--- src/rtl/marquee_step_gen_pkg.sv ---
// Shared types and constants for the marquee position stepper.
// pos_step() is the single place that defines the wrap arithmetic.
package marquee_step_gen_pkg;

  localparam int POS_W = 3;
  localparam int NPOS  = 6;

  typedef enum logic {
    ST_PAUSE = 1'b0,
    ST_RUN   = 1'b1
  } state_t;

  function automatic logic [POS_W-1:0] pos_step(
    input logic [POS_W-1:0] pos,
    input logic             dir,
    input logic [POS_W-1:0] last
  );
    logic [POS_W-1:0] nxt;
    if (dir) begin
      nxt = (pos == {POS_W{1'b0}}) ? last : pos - POS_W'(1);
    end else begin
      nxt = (pos == last) ? {POS_W{1'b0}} : pos + POS_W'(1);
    end
    return nxt;
  endfunction

endpackage

--- src/rtl/marquee_step_gen_if.sv ---
// Control/status bundle between the board I/O and the position stepper.
interface marquee_step_gen_if;
  import marquee_step_gen_pkg::*;

  logic             KEY_RUN;
  logic             KEY_STEP;
  logic             DIR;
  logic [1:0]       SPEED;
  logic [POS_W-1:0] POS;
  logic             RUNNING;
  logic             TICK;

  modport master (
    output KEY_RUN, KEY_STEP, DIR, SPEED,
    input  POS, RUNNING, TICK
  );

  modport slave (
    input  KEY_RUN, KEY_STEP, DIR, SPEED,
    output POS, RUNNING, TICK
  );

endinterface

--- src/rtl/marquee_step_gen_key_debounce.sv ---
// Pushbutton conditioner: 2-FF synchroniser, stability counter, and a
// one-cycle press pulse on each accepted released->pressed transition.
module key_debounce
  import marquee_step_gen_pkg::*;
#(
  parameter int DEB_CYCLES = 1_000_000
) (
  input  logic CLOCK_50,
  input  logic RESET,
  input  logic key_n,
  output logic press
);

  localparam int CNT_W = (DEB_CYCLES > 1) ? $clog2(DEB_CYCLES) : 1;
  localparam logic [CNT_W-1:0] CNT_LAST = CNT_W'(DEB_CYCLES - 1);

  logic             r_sync1;
  logic             r_sync2;
  logic             r_stable;
  logic             r_press;
  logic [CNT_W-1:0] r_cnt;
  logic             w_settled;

  // The counter only runs while the input disagrees with the accepted level,
  // so any bounce back to the old level restarts the qualification window.
  assign w_settled = (r_sync2 != r_stable) && (r_cnt == CNT_LAST);

  // Synchroniser, stability counter and press pulse register.
  always_ff @(posedge CLOCK_50) begin
    if (RESET) begin
      r_sync1  <= 1'b1;
      r_sync2  <= 1'b1;
      r_stable <= 1'b1;
      r_cnt    <= {CNT_W{1'b0}};
      r_press  <= 1'b0;
    end else begin
      r_sync1 <= key_n;
      r_sync2 <= r_sync1;
      r_press <= w_settled && !r_sync2;
      if (r_sync2 == r_stable) begin
        r_cnt <= {CNT_W{1'b0}};
      end else if (w_settled) begin
        r_stable <= r_sync2;
        r_cnt    <= {CNT_W{1'b0}};
      end else begin
        r_cnt <= r_cnt + CNT_W'(1);
      end
    end
  end

  assign press = r_press;

endmodule

--- src/rtl/marquee_step_gen.sv ---
// Timed/button-driven scroller producing the display position select.
// Holds the run/pause FSM, the speed-dependent prescaler and the POS wrap.
module marquee_step_gen
  import marquee_step_gen_pkg::*;
#(
  parameter int BASE_DIV   = 12_500_000,
  parameter int DEB_CYCLES = 1_000_000,
  parameter int NPOS       = marquee_step_gen_pkg::NPOS
) (
  input  logic               CLOCK_50,
  input  logic               RESET,
  marquee_step_gen_if.slave  bus
);

  localparam int PRE_W = $clog2(BASE_DIV * 8);
  localparam logic [PRE_W-1:0] LAST_S0  = PRE_W'(BASE_DIV * 8 - 1);
  localparam logic [PRE_W-1:0] LAST_S1  = PRE_W'(BASE_DIV * 4 - 1);
  localparam logic [PRE_W-1:0] LAST_S2  = PRE_W'(BASE_DIV * 2 - 1);
  localparam logic [PRE_W-1:0] LAST_S3  = PRE_W'(BASE_DIV - 1);
  localparam logic [POS_W-1:0] POS_LAST = POS_W'(NPOS - 1);

  state_t           r_state;
  state_t           w_state_nxt;
  logic [PRE_W-1:0] r_pre;
  logic [PRE_W-1:0] w_pre_nxt;
  logic [PRE_W-1:0] w_last;
  logic [POS_W-1:0] r_pos;
  logic             r_tick;
  logic             r_running;
  logic             w_step;
  logic             w_run_evt;
  logic             w_step_evt;

  key_debounce #(.DEB_CYCLES(DEB_CYCLES)) u_deb_run (
    .CLOCK_50 (CLOCK_50),
    .RESET    (RESET),
    .key_n    (bus.KEY_RUN),
    .press    (w_run_evt)
  );

  key_debounce #(.DEB_CYCLES(DEB_CYCLES)) u_deb_step (
    .CLOCK_50 (CLOCK_50),
    .RESET    (RESET),
    .key_n    (bus.KEY_STEP),
    .press    (w_step_evt)
  );

  // Terminal prescaler count for the current speed; not latched, so a
  // speed change takes effect on the very next comparison.
  always_comb begin
    w_last = LAST_S3;
    case (bus.SPEED)
      2'd0:    w_last = LAST_S0;
      2'd1:    w_last = LAST_S1;
      2'd2:    w_last = LAST_S2;
      2'd3:    w_last = LAST_S3;
      default: w_last = LAST_S3;
    endcase
  end

  // Next-state logic; a run toggle always takes priority over any step.
  always_comb begin
    w_state_nxt = r_state;
    w_pre_nxt   = r_pre;
    w_step      = 1'b0;
    case (r_state)
      ST_PAUSE: begin
        w_pre_nxt = {PRE_W{1'b0}};
        if (w_run_evt) begin
          w_state_nxt = ST_RUN;
        end else if (w_step_evt) begin
          w_step = 1'b1;
        end else begin
          w_step = 1'b0;
        end
      end
      ST_RUN: begin
        if (w_run_evt) begin
          w_state_nxt = ST_PAUSE;
          w_pre_nxt   = {PRE_W{1'b0}};
        end else if (r_pre >= w_last) begin
          // '>=' catches a count already past a freshly shortened period
          w_pre_nxt = {PRE_W{1'b0}};
          w_step    = 1'b1;
        end else begin
          w_pre_nxt = r_pre + PRE_W'(1);
        end
      end
      default: begin
        w_state_nxt = ST_PAUSE;
        w_pre_nxt   = {PRE_W{1'b0}};
      end
    endcase
  end

  // State, prescaler and registered outputs.
  always_ff @(posedge CLOCK_50) begin
    if (RESET) begin
      r_state   <= ST_PAUSE;
      r_pre     <= {PRE_W{1'b0}};
      r_pos     <= {POS_W{1'b0}};
      r_tick    <= 1'b0;
      r_running <= 1'b0;
    end else begin
      r_state   <= w_state_nxt;
      r_pre     <= w_pre_nxt;
      r_tick    <= w_step;
      r_running <= (w_state_nxt == ST_RUN);
      if (w_step) begin
        r_pos <= pos_step(r_pos, bus.DIR, POS_LAST);
      end else begin
        r_pos <= r_pos;
      end
    end
  end

  assign bus.POS     = r_pos;
  assign bus.TICK    = r_tick;
  assign bus.RUNNING = r_running;

endmodule

--- src/flat_wrapper.sv ---
// flat-port wrapper written by rule: the top's interface ports become plain ports
module marquee_step_gen_flat import marquee_step_gen_pkg::*;
#(
  parameter int BASE_DIV   = 12_500_000,
  parameter int DEB_CYCLES = 1_000_000,
  parameter int NPOS       = marquee_step_gen_pkg::NPOS
)
  (CLOCK_50, RESET, bus_KEY_RUN, bus_KEY_STEP, bus_DIR, bus_SPEED, bus_POS, bus_RUNNING, bus_TICK);
  marquee_step_gen_if bus_i ();
  input  logic CLOCK_50;
  input  logic RESET;
  input wire logic [$bits(bus_i.KEY_RUN)-1:0] bus_KEY_RUN;
  input wire logic [$bits(bus_i.KEY_STEP)-1:0] bus_KEY_STEP;
  input wire logic [$bits(bus_i.DIR)-1:0] bus_DIR;
  input wire logic [$bits(bus_i.SPEED)-1:0] bus_SPEED;
  output wire logic [$bits(bus_i.POS)-1:0] bus_POS;
  output wire logic [$bits(bus_i.RUNNING)-1:0] bus_RUNNING;
  output wire logic [$bits(bus_i.TICK)-1:0] bus_TICK;
  assign bus_i.KEY_RUN = bus_KEY_RUN;
  assign bus_i.KEY_STEP = bus_KEY_STEP;
  assign bus_i.DIR = bus_DIR;
  assign bus_i.SPEED = bus_SPEED;
  assign bus_POS = bus_i.POS;
  assign bus_RUNNING = bus_i.RUNNING;
  assign bus_TICK = bus_i.TICK;
  marquee_step_gen #(.BASE_DIV(BASE_DIV), .DEB_CYCLES(DEB_CYCLES), .NPOS(NPOS)) u_core (.CLOCK_50(CLOCK_50), .RESET(RESET), .bus(bus_i));
endmodule
--- config.mk ---
export PLATFORM = sky130hd
export DESIGN_NAME = marquee_step_gen_flat
export DESIGN_NICKNAME = d
export VERILOG_FILES = /design/src/rtl/marquee_step_gen_pkg.sv /design/src/rtl/marquee_step_gen_if.sv /design/src/rtl/marquee_step_gen_key_debounce.sv /design/src/rtl/marquee_step_gen.sv /design/src/flat_wrapper.sv
export SDC_FILE = /design/constraint.sdc
export NUM_CORES = 1
export LEC_CHECK = 0
export CORE_ASPECT_RATIO = 1.4
export CORE_MARGIN = 1.5
export CORE_UTILIZATION = 64
export CTS_BUF_LIST = sky130_fd_sc_hd__clkbuf_8
export DETAILED_ROUTE_END_ITERATION = 8
export GPL_TIMING_DRIVEN = 0
export PLACE_DENSITY = 0.89
export RECOVER_POWER = 25
export SYNTH_ARGS = -nofsm -noshare
export SYNTH_HDL_FRONTEND = slang
export SYNTH_HIERARCHICAL = 1
export SYNTH_SLANG_ARGS = --single-unit
--- constraint.sdc ---
create_clock -name CLOCK_50 -period 3.37 [get_ports CLOCK_50]
set_input_delay 0.5055 -clock CLOCK_50 [delete_from_list [all_inputs] [get_ports CLOCK_50]]
set_output_delay 0.5055 -clock CLOCK_50 [all_outputs]
set_load 0.01 [all_outputs]
==> flow_summary.ini <==
[layout]
num_antenna_cells = 0
layout.nets = 510
multi_input_area_mm2 = 0.00239
syn_to_final_growth_pct = 9.99
fillers = 463
stdcell_area_mm2 = 0.00463
seqCellArea_mm2 = 0.00160
layout-drive-gt1-share_pct = 11.9
layout.cells.non_filler = 559

[yosys]
synth_xor_area_share_pct = 12.1
synth_nets = 488
synth-compound-area-share_pct = 7.26
synth_area_mm2 = 0.00421
yosys_warnings = 6
synth-adder-area-share_pct = 6.24
synth_seq_cells = 80
ys_seq_area_share_pct = 38.1
synth_area_per_cell_um2 = 9.15
synth_top_family_by_area = simple AND/OR/NAND/NOR gates
synth_cell_type_count = 46
synthSimpleGateAreaFrac_pct = 30.6
synth_cells = 460
synth_mux_area_share_pct = 0.952

[sta]
post-route-period-util_pct = 91.9
rsz0062_at_grt = false
fmax_ghz = 0.323
hold_violations = 0
holdWs_ps = 417
worst-slew-pin-transition_ps = 1170
tns_ps = 0
slew_violations = 0
finalSetupViolCount = 0
maxSlewHeadroom_pct = 21.3
fin_worst_skew_ps = 13.8
period_needed_ps = 3100

[worst_setup_path]
crit_path_end_kind = flop
endpoint = u_core/r_pre[9]
critPathKind = input pin to flop
r2r_end = u_core/u_deb_run/r_cnt[9]
reg2reg_depth = 6
startpoint_type = input pin
cp-startpoint = bus_SPEED[0]
worstPathMaxFanout = 10
crit_arrival_ps = 3390
reg2reg_from = u_core/u_deb_run/r_cnt[8]
worst-r2r-setup-slack_ps = 510
worstPathRequired_ps = 3660

[place]
dp_cells = 543
place_area_mm2 = 0.00441
globalplace.congestion = 0.927
port-buffer-count = 11
dpl.hpwl_mm = 6.09

[drt]
vias_per_cell = 6.10
ant_nets = 0
first_pass_iters = 7
vias = 3409
wirelength_mm = 8.67
drc = 1
wl_per_cell_um = 15.5
drtIter0Drc = 138

[clock_tree]
cts-buffers-inserted = 9
ctsResizeCount = 0
root_buffer = clkbuf_8
h-tree-depth = 3
clock_path_buffers = 2
cts_tree = yes
clock_latency_ps = 360
clk_pin_slew_ps = 80
ctsHoldBuffers = 0
cts_setup_buffers = 0
cts.sinks = 80

[die]
core_mm2 = 0.00630
die_x_um = 71.5
start_util_pct = 66.8
pin_count = 12
die_area_mm2 = 0.00708
die_h_um = 98.9
row_count = 34

[global_route]
grt_overflow = 0
grtUsageTotal_pct = 25.9
antenna_found_initial = 0
grt_max_degree = 17
grt_pass1_vias = 3347
grt_pass1_wl_mm = 14.5

[power_and_ir_drop]
p_leak_nw = 1.46
irDropWorstVdd_mv = 0.356
power_mw = 1.83
comb_power_share_pct = 2.2
internal_power_mw = 1.45
p_sw_share_pct = 20.6
clkPwrFrac_pct = 45.9
switchingPower_mw = 0.377
pwr_density_cell_mw_per_mm2 = 395
share_seq_of_total_power_pct = 51.9

[run_status]
violations = DRC
status = complete, but fails checks

[job]
maxCapViolCount = 0

[min_path]
min_path_type = flop to flop
per-layer routing:
layer / track usage, % / share of wire, %
met5: 0 / 0
met1: 27.1 / 40
met3: 5.52 / 3.1
met4: 14.2 / 2.8
met2: 47.0 / 54
synth_stat cells, drive strengths merged:
cell type,instances,area [um^2]
or3b,2,17.5
and2,4,25.0
or4,8,67.6
nand2,21,78.8
nand3,27,135
dfxtp,80,1600
xnor2,33,289
buf,7,96.3
xor2,25,219
or3,2,12.5
o2111ai,2,17.5
and3b,1,10.0
o21ai,8,62.6
nor3,16,80.1
a41oi,1,8.76
inv,21,78.8
a21boi,1,11.3
a211o,1,8.76
clkbuf,7,26.3
and3,1,6.26
or4b,6,60.1
nand3b,1,7.51
nor2,84,455
nand4,21,131
ha,21,263
a2111oi,1,27.5
nor4b,4,35.0
and4,4,35.0
a2111o,1,11.3
o31a,1,8.76
o31ai,4,30.0
o311a,1,10.0
or2,8,50.1
nor4,13,81.3
a31oi,1,6.26
o211ai,4,30.0
a211oi,2,15.0
mux2i,4,40.0
a21oi,10,50.1
o21bai,1,7.51
cell type report:
class | instances | share of cell area [%]
clock buffer | 9 | 2.68
inverter | 21 | 1.70
timing repair buffer | 11 | 2.38
buffer | 14 | 2.65
multi-input combinational | 345 | 51.6
clock inverter | 7 | 2.41
sequential | 80 | 34.6
tap | 72 | 1.95
metrics by stage:
stage / utilization (%) / setup WS, ps
floorplan: - / 748
global placement: 70.0 / -16.6
detailed placement: 70.0 / -64.6
CTS: 73.7 / 296
global route: 73.5 / 135
finish: 73.5 / 274
state kept, by name, summed over array words and instances (netlist names):
register                    count
u_core/bus.POS                  3
u_core/bus.RUNNING              1
u_core/bus.TICK                 1
u_core/r_pre                   27
u_core/u_deb_run/press          1
u_core/u_deb_run/r_cnt         20
u_core/u_deb_run/r_stable       1
u_core/u_deb_run/r_sync1        1
u_core/u_deb_run/r_sync2        1
u_core/u_deb_step/press         1
u_core/u_deb_step/r_cnt        20
u_core/u_deb_step/r_stable      1
u_core/u_deb_step/r_sync1       1
u_core/u_deb_step/r_sync2       1
critical path: stages:
cell	delay, ps
clkdlybuf4s50_1	590
inv_1	90
nand2_1	130
ha_1	240
or4_1	520
a21oi_1	150
a2111o_1	160
a21boi_2	90
or4_1	480
buf_6	180
buf_12	160
nor2_4	90
worst min path at each step:
stage                                   startpoint                       end  slack (ps)  cells after the start
after floorplan           u_core/u_deb_run/r_sync1  u_core/u_deb_run/r_sync2         390                      1
after global placement    u_core/u_deb_run/r_sync1  u_core/u_deb_run/r_sync2         390                      1
after detailed placement  u_core/u_deb_run/r_sync1  u_core/u_deb_run/r_sync2         400                      1
after CTS                 u_core/u_deb_run/r_sync1  u_core/u_deb_run/r_sync2         410                      1
after global routing      u_core/u_deb_run/r_sync1  u_core/u_deb_run/r_sync2         430                      1
final                     u_core/u_deb_run/r_sync1  u_core/u_deb_run/r_sync2         420                      1
logic make-up after synthesis:
family,Yosys count
compound gates,39
buf+inv,35
fa+ha+maj,21
flops,80
simple gates,223
xor+xnor,58
mux,4
power groups by stage:
stage | Sequential, mW | Clock (mW) | Combinational (mW)
2_1_floorplan | 0.971 | 0 | 0.0229
3_3_place_gp | 0.971 | 0 | 0.0378
3_5_place_dp | 0.971 | 0 | 0.0400
4_1_cts | 0.949 | 0.855 | 0.0408
5_1_grt | 0.949 | 0.895 | 0.0447
6_report | 0.949 | 0.841 | 0.0403
cells in the final DEF (no fill, tap or decap), drive strengths merged, types with 2 or more instances in the layout:
cell           netlist  layout
clkdlybuf4s50        0       5
mux2i                4       4
and2                 4       4
xnor2               33      33
or4                  8       8
o2111ai              2       2
bufinv               0       3
nor3                16      16
nor2                84      84
or4b                 6       6
and4                 4       4
o211ai               4       4
dfxtp               80      80
o31ai                4       4
nand2               21      21
buf                  7       7
or3b                 2       2
nor4b                4       4
xor2                25      25
ha                  21      21
nor4                13      13
clkbuf               7      16
dlygate4sd3          0       6
a21oi               10      10
a211oi               2       2
o21ai                8       8
nand3               27      27
inv                 21      24
or2                  8       8
nand4               21      21
or3                  2       2
Power figures use the tool's default switching activity.
